--- src/rtl/cache_rd_arbiter_pkg.sv ---
// Shared definitions for the cache read arbiter: FSM state encoding,
// cache request type codes and the fixed AXI read-burst attributes.
package cache_rd_arbiter_pkg;

    // One transaction in flight: grant, address phase, data beats, return pulse.
    typedef enum logic [1:0] {
        ST_IDLE = 2'd0,
        ST_AR   = 2'd1,
        ST_R    = 2'd2,
        ST_RET  = 2'd3
    } arb_state_t;

    // Request type codes driven by the caches.
    localparam logic [2:0] RD_TYPE_WORD = 3'b010;
    localparam logic [2:0] RD_TYPE_LINE = 3'b100;

    // Every beat is 4 bytes wide; bursts are incrementing.
    localparam logic [2:0] AXI_ARSIZE  = 3'b010;
    localparam logic [1:0] AXI_ARBURST = 2'b01;

    // Burst length (beats minus one) for each request type.
    localparam logic [7:0] ARLEN_LINE = 8'd3;
    localparam logic [7:0] ARLEN_WORD = 8'd0;

    // Anything that is not an explicit line request is handled as a word.
    function automatic logic [2:0] norm_rd_type(input logic [2:0] t);
        return (t == RD_TYPE_LINE) ? RD_TYPE_LINE : RD_TYPE_WORD;
    endfunction

endpackage

--- src/rtl/cache_rd_arbiter_grant.sv ---
// Two-requester grant logic for the cache read arbiter.
// Default: fixed priority, dcache (bit1) over icache (bit0).
// With ARB_RR_EN defined: round-robin using a one-bit last-owner register
// that hands priority to the requester that did not win last time.
module rd_grant (
`ifdef ARB_RR_EN
    input  logic       clk,
    input  logic       reset,
    input  logic       i_take,
`endif
    input  logic [1:0] i_req,
    output logic [1:0] o_gnt
);

`ifdef ARB_RR_EN
    // 0 = icache owned the last grant, 1 = dcache owned it.
    logic r_last_owner;

    // Remember who won each grant the arbiter actually accepts.
    always_ff @(posedge clk) begin
        if (reset) begin
            r_last_owner <= 1'b0;
        end else if (i_take && (|i_req)) begin
            r_last_owner <= o_gnt[1];
        end
    end

    // Priority goes to the requester that is not the last owner.
    always_comb begin
        o_gnt = 2'b00;
        if (!r_last_owner) begin
            if (i_req[1])      o_gnt = 2'b10;
            else if (i_req[0]) o_gnt = 2'b01;
        end else begin
            if (i_req[0])      o_gnt = 2'b01;
            else if (i_req[1]) o_gnt = 2'b10;
        end
    end
`else
    // Fixed priority: dcache first.
    always_comb begin
        o_gnt = 2'b00;
        if (i_req[1])      o_gnt = 2'b10;
        else if (i_req[0]) o_gnt = 2'b01;
    end
`endif

endmodule

--- src/rtl/cache_rd_arbiter.sv ---
// Cache read arbiter: merges icache and dcache read requests onto a single
// AXI read channel, one transaction outstanding at a time, and returns a
// word or a 4-beat line to the owning requester.
// Optional feature macro: ARB_RR_EN (round-robin grant instead of
// dcache-first fixed priority).
// Handshakes: AR completes on arvalid && arready, R beats on rvalid && rready;
// rd_rdy is a one-cycle accept strobe that the cache samples with its rd_req.
module cache_rd_arbiter #(
    parameter int AXI_ID_W = 4
) (
    input  logic                clk,
    input  logic                reset,
    // cache side
    input  logic [1:0]          rd_req,
    input  logic [5:0]          rd_type,
    input  logic [63:0]         rd_addr,
    output logic [1:0]          rd_rdy,
    output logic [1:0]          ret_valid,
    output logic [127:0]        ret_data,
    // AXI read address channel
    output logic [AXI_ID_W-1:0] arid,
    output logic [31:0]         araddr,
    output logic [7:0]          arlen,
    output logic [2:0]          arsize,
    output logic [1:0]          arburst,
    output logic                arvalid,
    input  logic                arready,
    // AXI read data channel
    input  logic [AXI_ID_W-1:0] rid,
    input  logic [31:0]         rdata,
    input  logic [1:0]          rresp,
    input  logic                rlast,
    input  logic                rvalid,
    output logic                rready,
    // debug: current FSM state
    output logic [1:0]          o_dbg_state
);
    import cache_rd_arbiter_pkg::*;

    arb_state_t   r_state;
    arb_state_t   w_next_state;

    logic         r_owner;       // 0 = icache, 1 = dcache
    logic [2:0]   r_type;        // normalised request type
    logic [31:0]  r_addr;
    logic [1:0]   r_beat_cnt;
    logic [127:0] r_buf;         // beats assembled here, beat0 in [31:0]
    logic [127:0] r_ret_hold;    // last returned data, shown outside RET

    logic [1:0]   w_gnt;
    logic         w_idle;
    logic [2:0]   w_sel_type;
    logic [31:0]  w_sel_addr;
    logic         w_is_line;
    logic         w_unused_r;

    // The R channel ID and response are not used: only one read is ever
    // outstanding and errors are not reported back to the caches.
    assign w_unused_r = ^{rid, rresp};

    assign w_idle = (r_state == ST_IDLE);

    rd_grant u_grant (
`ifdef ARB_RR_EN
        .clk    (clk),
        .reset  (reset),
        .i_take (w_idle),
`endif
        .i_req  (rd_req),
        .o_gnt  (w_gnt)
    );

    // Fields of the winning requester.
    assign w_sel_type = w_gnt[1] ? rd_type[5:3]  : rd_type[2:0];
    assign w_sel_addr = w_gnt[1] ? rd_addr[63:32] : rd_addr[31:0];

    // AR channel fields come from the latched request and stay stable until
    // the handshake. Line reads are aligned to 16 bytes.
    assign w_is_line = (r_type == RD_TYPE_LINE);
    assign araddr    = w_is_line ? {r_addr[31:4], 4'b0000} : r_addr;
    assign arlen     = w_is_line ? ARLEN_LINE : ARLEN_WORD;
    assign arsize    = AXI_ARSIZE;
    assign arburst   = AXI_ARBURST;
    assign arid      = AXI_ID_W'(r_owner);

    // Inside RET the freshly assembled buffer is shown; otherwise the copy
    // taken during the last RET keeps ret_data steady.
    assign ret_data  = (r_state == ST_RET) ? r_buf : r_ret_hold;

    assign o_dbg_state = r_state;

    // FSM state register.
    always_ff @(posedge clk) begin
        if (reset) begin
            r_state <= ST_IDLE;
        end else begin
            r_state <= w_next_state;
        end
    end

    // Next state and handshake outputs. Outputs are held low while reset is
    // asserted so that a half-finished transaction cannot complete a
    // handshake in the very cycle it is being abandoned.
    always_comb begin
        w_next_state = r_state;
        rd_rdy       = 2'b00;
        arvalid      = 1'b0;
        rready       = 1'b0;
        ret_valid    = 2'b00;
        case (r_state)
            ST_IDLE: begin
                rd_rdy = reset ? 2'b00 : w_gnt;
                if (|w_gnt) begin
                    w_next_state = ST_AR;
                end
            end
            ST_AR: begin
                arvalid = !reset;
                if (arready) begin
                    w_next_state = ST_R;
                end
            end
            ST_R: begin
                rready = !reset;
                if (rvalid && rlast) begin
                    w_next_state = ST_RET;
                end
            end
            ST_RET: begin
                if (!reset) begin
                    ret_valid = r_owner ? 2'b10 : 2'b01;
                end
                w_next_state = ST_IDLE;
            end
            default: begin
                w_next_state = ST_IDLE;
            end
        endcase
    end

    // Request latch, beat assembly and return-data hold.
    always_ff @(posedge clk) begin
        if (reset) begin
            r_owner    <= 1'b0;
            r_type     <= RD_TYPE_WORD;
            r_addr     <= 32'h0;
            r_beat_cnt <= 2'd0;
            r_buf      <= 128'h0;
            r_ret_hold <= 128'h0;
        end else begin
            if ((r_state == ST_IDLE) && (|w_gnt)) begin
                r_owner <= w_gnt[1];
                r_type  <= norm_rd_type(w_sel_type);
                r_addr  <= w_sel_addr;
            end
            if ((r_state == ST_AR) && arready) begin
                r_beat_cnt <= 2'd0;
            end
            if ((r_state == ST_R) && rvalid) begin
                r_buf[{r_beat_cnt, 5'b00000} +: 32] <= rdata;
                r_beat_cnt <= r_beat_cnt + 2'd1;
            end
            if (r_state == ST_RET) begin
                r_ret_hold <= r_buf;
            end
        end
    end

endmodule

--- config.mk ---
export PLATFORM = sky130hd
export DESIGN_NAME = cache_rd_arbiter
export DESIGN_NICKNAME = d
export VERILOG_FILES = /design/src/rtl/cache_rd_arbiter_pkg.sv /design/src/rtl/cache_rd_arbiter_grant.sv /design/src/rtl/cache_rd_arbiter.sv
export SDC_FILE = /design/constraint.sdc
export NUM_CORES = 1
export LEC_CHECK = 0
export CELL_PAD_IN_SITES_DETAIL_PLACEMENT = 0
export CELL_PAD_IN_SITES_GLOBAL_PLACEMENT = 2
export CORE_AREA = 3 3 199 201
export CTS_CLUSTER_DIAMETER = 80
export DETAILED_ROUTE_END_ITERATION = 12
export DIE_AREA = 0 0 202 204
export GPL_TIMING_DRIVEN = 0
export PLACE_DENSITY_LB_ADDON = 0.1
export SLEW_MARGIN = 10
export SYNTH_ARGS = -nofsm -noshare
export SYNTH_HDL_FRONTEND = slang
export SYNTH_SLANG_ARGS = --single-unit
--- constraint.sdc ---
create_clock -name clk -period 2.6 [get_ports clk]
set_input_delay 0.39 -clock clk [delete_from_list [all_inputs] [get_ports clk]]
set_output_delay 0.39 -clock clk [all_outputs]
set_load 0.01 [all_outputs]
==> metrics.md, run 1 <==
| Metric | Value |
|---|---|
| Largest area contributor in the netlist | `dfxtp_1` |
| Slew @ Worst Pin | `0.781 ns` |
| Met2 Usage GRT | `28.6%` |
| Post-Layout Cell Count | `1896` |
| Maximum vdd ir drop | `385 uV` |
| # placed instances | `1830` |
| Main synth FF type | `dfxtp_1` |
| Initial DRC count | `271` |
| Vias | `8580` |
| Synth area leaders | `dfxtp_1, mux2_2, a22o_1, and2_1, buf_4` |
| Unrepaired setup endpoints after global routing | `true` |
| Placer Congestion | `0.747` |
| Hold Crit Class | `reg -> reg` |
| Rows | `71` |
| Fin area | `0.0161 mm2` |
| Final net count | `1487` |
| Critical Path AT | `2.14 ns` |
| Synthesis-stage register bit count | `295` |
| CP Class | `reg -> out` |
| CTS Buffer Depth | `3` |
| CTS Buf Count | `35` |
| IO Pins | `300` |
| Final setup TNS | `0 ns` |
| Initial Util | `30.0%` |
| MaxCap Viol Count | `0` |
| Initial antenna violation count | `1` |
| Die Ht | `204 um` |
| Final Setup Violations | `0` |
| Largest net degree at the start of global routing | `13` |
| Port Buffers | `279` |
| Critical Path RT | `2.21 ns` |
| Die area | `0.0412 mm2` |
| Period utilization | `97.5%` |
| Clock net sink count | `295` |
| Crit path time final | `2.53 ns` |
| Yosys warning count | `0` |
| Final Hold Fails | `0` |
| Worst slew margin | `47.7%` |
| CORE AREA | `0.0378 mm2` |
| Synth top area share | `52.2%` |
| GR Util met1 | `22.8%` |
| Max Transition Viols Final | `0` |
| Total gr overflow | `0` |
| Critical Path End Type | `primary output` |
| Placed inst area | `0.0148 mm2` |
| Number of global-route vias before repair | `8741` |
| Static leakage | `7.02 nW` |
| Post-synth cell types | `39` |
| GR Layer Usage met3 | `3.66%` |
| Run status | `completed` |
| Share of cells above drive strength 1 | `20.4%` |
| Share of flip-flops with an asynchronous set or reset | `0%` |
| Die Width | `202 um` |
| Global-route wire length before repair | `54600 um` |
| Clk_lat worst skew | `0.51 ns` |
| Crit-path max FO | `10` |
| Clock skew | `0.0115 ns` |
| Register area share after synthesis | `52.2%` |
| Cts-stage hold buffer count | `0` |
| N_diodes | `0` |
| GR peak layer | `met2` |
| Syn-to-layout area delta | `42.6%` |
| Routed Antenna Nets | `0` |
| 1st-pass router iterations | `4` |
| H-tree depth | `2` |
| Root buf cell | `clkbuf_16` |
| P per Cell Area | `757 mW/mm2` |
| Routed WL per cell | `19.0 um` |
| Setup crit start kind | `flop` |
| TritonCTS clock tree | `yes` |
| Clk slew on worst S/H paths | `0.06 ns` |
| Synth Area per Inst | `11.0 um2` |
| Global Route Usage Sum | `17.2%` |
| Post-synth EDFFs | `0` |
| Routed WL | `36000 um` |
| DP HPWL | `26900 um` |
| Via-to-Cell Ratio | `4.53` |
| Mapped Cells | `1028` |
| Fmax | `395 MHz` |
| DRC violations left | `0` |
| Mapped Area | `0.0113 mm2` |
metrics by stage:
stage	total power, W	utilization (%)	worst slack, ns	hold WS, ns
2_1_floorplan	0.00639	-	0.590	0.428
3_3_place_gp	0.00749	39.2	-0.464	0.442
3_5_place_dp	0.00750	39.2	-0.457	0.442
4_1_cts	0.0124	42.5	-0.0237	0.451
5_1_grt	0.0129	42.7	-0.0463	0.472
6_report	0.0122	42.7	0.0660	0.447
worst max-delay path, cell delays in order, from the launching register on:
cell and delay [ns]:
dfxtp_4 0.38, ha_4 0.19, buf_6 0.18, mux2_2 0.36, clkdlybuf4s50_1 0.52
cell usage after synthesis, types with 3 or more instances:
| master | count |
|---|---|
| and2_1 | 133 |
| ha_1 | 10 |
| dfxtp_1 | 295 |
| inv_1 | 7 |
| buf_2 | 17 |
| buf_4 | 47 |
| buf_1 | 7 |
| a211oi_1 | 33 |
| a21oi_1 | 35 |
| a22o_1 | 96 |
| and3_1 | 3 |
| nor2b_1 | 3 |
| nand3_1 | 34 |
| mux2_2 | 128 |
| mux2i_1 | 33 |
| a22oi_1 | 3 |
| clkbuf_1 | 46 |
| nand2_1 | 36 |
| nor2_1 | 37 |
where the power goes:
| part | total, W | internal (W) | switching [W] |
|---|---|---|---|
| clock | 0.00466 | 0.00278 | 0.00188 |
| combinational | 0.00265 | 0.00130 | 0.00135 |
| sequential | 0.00491 | 0.00478 | 0.000134 |
state kept, by name, indices dropped and copies added (netlist names):
signal and flops:
r_buf 128, r_owner 1, r_beat_cnt 2, r_type 2, r_addr 32, r_ret_hold 128, o_dbg_state 2
cells by family after synthesis:
group | Yosys count | share of synthesized area [%]
flip-flops | 295 | 52.2
multiplexers | 161 | 15.7
buffers and inverters | 126 | 6.06
adder cells (fa/ha/maj) | 10 | 1.11
AO/OA/AOI/OAI | 174 | 11.8
AND/OR/NAND/NOR | 260 | 13.1
other | 2 | 0.0664
placed cells by master (no fill, tap or decap), types with 2 or more instances in the layout:
| cell type | count |
|---|---|
| clkdlybuf4s15_1 | 18 |
| a21oi_1 | 34 |
| buf_4 | 52 |
| dfxtp_1 | 293 |
| dfxtp_4 | 2 |
| mux2i_1 | 33 |
| nand2_1 | 36 |
| dlymetal6s2s_1 | 7 |
| conb_1 | 14 |
| nor2_1 | 37 |
| dlygate4sd2_1 | 78 |
| clkbuf_1 | 49 |
| nor2b_1 | 3 |
| a211oi_1 | 33 |
| o21a_1 | 2 |
| buf_8 | 4 |
| nor4b_4 | 2 |
| mux2_4 | 3 |
| clkbuf_2 | 3 |
| clkinv_2 | 6 |
| nor3b_1 | 2 |
| ha_1 | 8 |
| a22o_1 | 96 |
| buf_12 | 6 |
| clkbuf_16 | 38 |
| clkbuf_8 | 7 |
| and3_1 | 3 |
| buf_1 | 3 |
| buf_2 | 7 |
| nand3_1 | 34 |
| inv_1 | 6 |
| and2_1 | 133 |
| a22oi_1 | 3 |
| buf_6 | 7 |
| clkdlybuf4s50_1 | 166 |
| clkdlybuf4s15_2 | 9 |
| mux2_2 | 125 |
final cells by class:
type	count	area (um2)
buffer	118	831
clock buffer	51	1010
clock inverter	9	77.6
fill	3719	21600
inverter	7	26.3
multi-input combinational	619	4810
sequential	295	5910
tap	511	639
timing repair buffer	286	2830
worst paths after layout:
| check | start | to | slack [ns] | cells after the start |
|---|---|---|---|---|
| max | o_dbg_state[1]$_SDFFE_PP0P_ | ret_data[3] | 0.07 | 4 |
| min | r_buf[6]$_SDFFE_PP0P_ | r_buf[6]$_SDFFE_PP0P_ | 0.45 | 2 |
| max reg2reg | r_beat_cnt[0]$_SDFFE_PP0P_ | r_buf[20]$_SDFFE_PP0P_ | 0.10 | 7 |
| min reg2reg | r_buf[6]$_SDFFE_PP0P_ | r_buf[6]$_SDFFE_PP0P_ | 0.45 | 2 |
routing by layer:
layer | share of wire, % | wire, um
met1 | 46 | 16500
met2 | 47 | 17000
met3 | 4.8 | 1740
met4 | 2.1 | 772
met5 | 0.019 | 7
timing repair:
action                                  in CTS  in global routing
cloned                                       1                  2
resized for setup                          196                 31
pin swaps                                    2                  1
endpoints found under the setup margin     163                125
buffers inserted                             5                  0
(Power assumes the default switching activity.)
==> inputs of run 2 (changes only) <==
- PLACE_DENSITY: unset -> 0.83
- PLACE_DENSITY_LB_ADDON: 0.1 -> unset
- SETUP_SLACK_MARGIN: unset -> 0.5
- SLEW_MARGIN: 10 -> unset
==> run 2 against run 1 <==
Effect of this change: clock power rose by 4%; core utilization rose by 4.5 points; largest cell class unchanged; wire length rose by 6.7%; critical path depth rose by 3.
==> metrics.md, run 2 (same netlist as run 1, synthesis figures left out) <==
| Metric | Value |
|---|---|
| Number of global-route vias before repair | `8994 (was 8741)` |
| CP Class | `reg -> out (unchanged)` |
| MaxCap Viol Count | `0 (unchanged)` |
| Routed WL per cell | `19.5 um (was 19.0 um)` |
| Sw Share | `27.6% (was 27.5%)` |
| CORE AREA | `0.0378 mm2 (unchanged)` |
| Clock skew | `0.0156 ns (was 0.0115 ns)` |
| Initial DRC count | `345 (was 271)` |
| Die Ht | `204 um (unchanged)` |
| CTS Buf Count | `34 (was 35)` |
| Static leakage | `7.66 nW (was 7.02 nW)` |
| P per Cell Area | `736 mW/mm2 (was 757 mW/mm2)` |
| Setup crit start kind | `flop (unchanged)` |
| Worst hold slack | `0.453 ns (was 0.447 ns)` |
| Setup crit start | `o_dbg_state[1]$_SDFFE_PP0P_ (unchanged)` |
| DRC violations left | `0 (unchanged)` |
| P_sw | `0.00363 W (was 0.00336 W)` |
| TritonCTS clock tree | `yes (unchanged)` |
| Unrepaired setup endpoints after global routing | `true (unchanged)` |
| Fmax | `402 MHz (was 395 MHz)` |
| Clock power share | `37.0% (was 38.1%)` |
| Max Transition Viols Final | `0 (unchanged)` |
| Hold Crit Class | `reg -> reg (unchanged)` |
| Final net count | `1555 (was 1487)` |
| Global-route wire length before repair | `55200 um (was 54600 um)` |
| Worst reg2reg path startpoint | `r_beat_cnt[0]$_SDFFE_PP0P_ (unchanged)` |
| Root buf cell | `clkbuf_16 (unchanged)` |
| Maximum vdd ir drop | `389 uV (was 385 uV)` |
| Final setup TNS | `0 ns (unchanged)` |
| Slew @ Worst Pin | `0.551 ns (was 0.781 ns)` |
| Logic pwr share | `25.6% (was 21.7%)` |
| Routed WL | `38400 um (was 36000 um)` |
| Run status | `completed (unchanged)` |
| Final Util | `47.2% (was 42.7%)` |
| Clk_lat worst skew | `0.52 ns (was 0.51 ns)` |
| Initial antenna violation count | `3 (was 1)` |
| FILL cells | `3449 (was 3719)` |
| Total power | `0.0131 W (was 0.0122 W)` |
| Cell Int Power | `0.00950 W (was 0.00885 W)` |
| 1st-pass router iterations | `4 (unchanged)` |
| IO Pins | `300 (unchanged)` |
| Commonest non-fill, non-tap cells in the layout | `dfxtp_1, buf_6, clkdlybuf4s50_1, and2_1, mux2_4 (was dfxtp_1, clkdlybuf4s50_1, and2_1, mux2_2, a22o_1)` |
| Clock net sink count | `295 (unchanged)` |
| Crit-path max FO | `8 (was 10)` |
| Cts-stage hold buffer count | `0 (unchanged)` |
| Initial Util | `30.0% (unchanged)` |
| Total gr overflow | `0 (unchanged)` |
| H-tree depth | `2 (unchanged)` |
| Final Setup Violations | `0 (unchanged)` |
| HP Start | `r_buf[6]$_SDFFE_PP0P_ (unchanged)` |
| Die area | `0.0412 mm2 (unchanged)` |
| Worst slew margin | `63.1% (was 47.7%)` |
| Critical Path End Type | `primary output (unchanged)` |
| Die Width | `202 um (unchanged)` |
| Footprint of the multi-input gates | `0.00527 mm2 (was 0.00481 mm2)` |
| Placed inst area | `0.0148 mm2 (unchanged)` |
| Placer Congestion | `0.802 (was 0.747)` |
| Routed Antenna Nets | `0 (unchanged)` |
| Crit path time final | `2.49 ns (was 2.53 ns)` |
| Critical Path AT | `2.10 ns (was 2.14 ns)` |
| Vias | `8959 (was 8580)` |
| Port Buffers | `279 (unchanged)` |
| Critical Path RT | `2.21 ns (about the same)` |
| CTS Buffer Depth | `3 (unchanged)` |
| Fin area | `0.0178 mm2 (was 0.0161 mm2)` |
| Period utilization | `95.7% (was 97.5%)` |
| Commonest non-fill, non-tap cell in the layout | `dfxtp_1 (unchanged)` |
| Largest net degree at the start of global routing | `14 (was 13)` |
| FF/Latch Area | `0.00591 mm2 (unchanged)` |
| Largest regs | `r_buf x128, r_ret_hold x128, r_addr x32 (unchanged)` |
| Share of cells above drive strength 1 | `34.4% (was 20.4%)` |
| DP HPWL | `27400 um (was 26900 um)` |
| Final Hold Fails | `0 (unchanged)` |
| Seq pwr share | `37.4% (was 40.2%)` |
| Clk slew on worst S/H paths | `0.06 ns (about the same)` |
| Syn-to-layout area delta | `57.6% (was 42.6%)` |
| Global Route Usage Sum | `17.3% (was 17.2%)` |
| Rows | `71 (unchanged)` |
| Via-to-Cell Ratio | `4.55 (was 4.53)` |
-- run 2: cell count changes in the layout (fill, tap and decap cells not counted), moves of 9 or more --
cell / previous run / this run
mux2_4: 3 / 114
buf_4: 52 / 80
clkdlybuf4s50_1: 166 / 139
buf_6: 7 / 148
mux2_2: 125 / 14
clkdlybuf4s15_1: 18 / 0
dlygate4sd2_1: 78 / 2
clkdlybuf4s15_2: 9 / 0
clkbuf_2: 3 / 24
buf_12: 6 / 21
clkbuf_1: 49 / 34
-- run 2: repair_timing --
item	CTS	global route
gates resized for setup	555	401
setup endpoints to repair	362	297
buffers inserted	35	30
cloned	5	5
pin swaps	2	3
-- run 2: power by group through the flow --
| stage | clock network [W] | registers (W) | logic [W] |
|---|---|---|---|
| after floorplan | 0 | 0.00497 | 0.00142 |
| after global placement | 0 | 0.00499 | 0.00246 |
| after detailed placement | 0 | 0.00500 | 0.00249 |
| after CTS | 0.00499 | 0.00491 | 0.00299 |
| after global routing | 0.00518 | 0.00495 | 0.00360 |
| final | 0.00486 | 0.00491 | 0.00336 |
-- run 2: worst max-delay path: stages (launching register included) --
cell and delay, ns:
dfxtp_4 0.36, ha_4 0.18, buf_12 0.13, clkbuf_16 0.18
clkbuf_16 0.17, buf_6 0.11, mux2_4 0.31, buf_6 0.12
-- run 2: path summary, 6_finish.rpt --
| path | cells past startpoint | end | slack [ns] |
|---|---|---|---|
| worst min-delay path | 2 | r_buf[6]$_SDFFE_PP0P_ | 0.45 |
| worst max-delay path | 7 | ret_data[95] | 0.11 |
| worst min register to register | 2 | r_buf[6]$_SDFFE_PP0P_ | 0.45 |
| worst max register to register | 8 | r_buf[121]$_SDFFE_PP0P_ | 0.58 |
-- run 2: through the flow --
step | worst slack (ns) | instances
after CTS | 0.0173 | 1931
after global placement | -0.527 | 1830
final | 0.112 | 1968
after floorplan | 0.590 | 1040
after global routing | 0.0625 | 1968
after detailed placement | -0.502 | 1830
-- run 2: final cells by class --
cell class / count / area share [%]
Tap cell: 511 / 3.59
Clock buffer: 49 / 5.42
Antenna cell: 2 / 0.0281
Sequential cell: 295 / 33.2
Buffer: 119 / 5.28
Inverter: 7 / 0.147
Timing Repair Buffer: 354 / 21.8
Clock inverter: 12 / 1.04
Multi-Input combinational cell: 619 / 29.6
-- run 2: routing by layer --
layer  wire [um]  GRT usage [%]  up-vias
li1            -              -     4345
met1       17300           22.7     4359
met2       18500           29.7      199
met3        1800           2.79       54
met4         805           4.91        2
met5           7              0        -
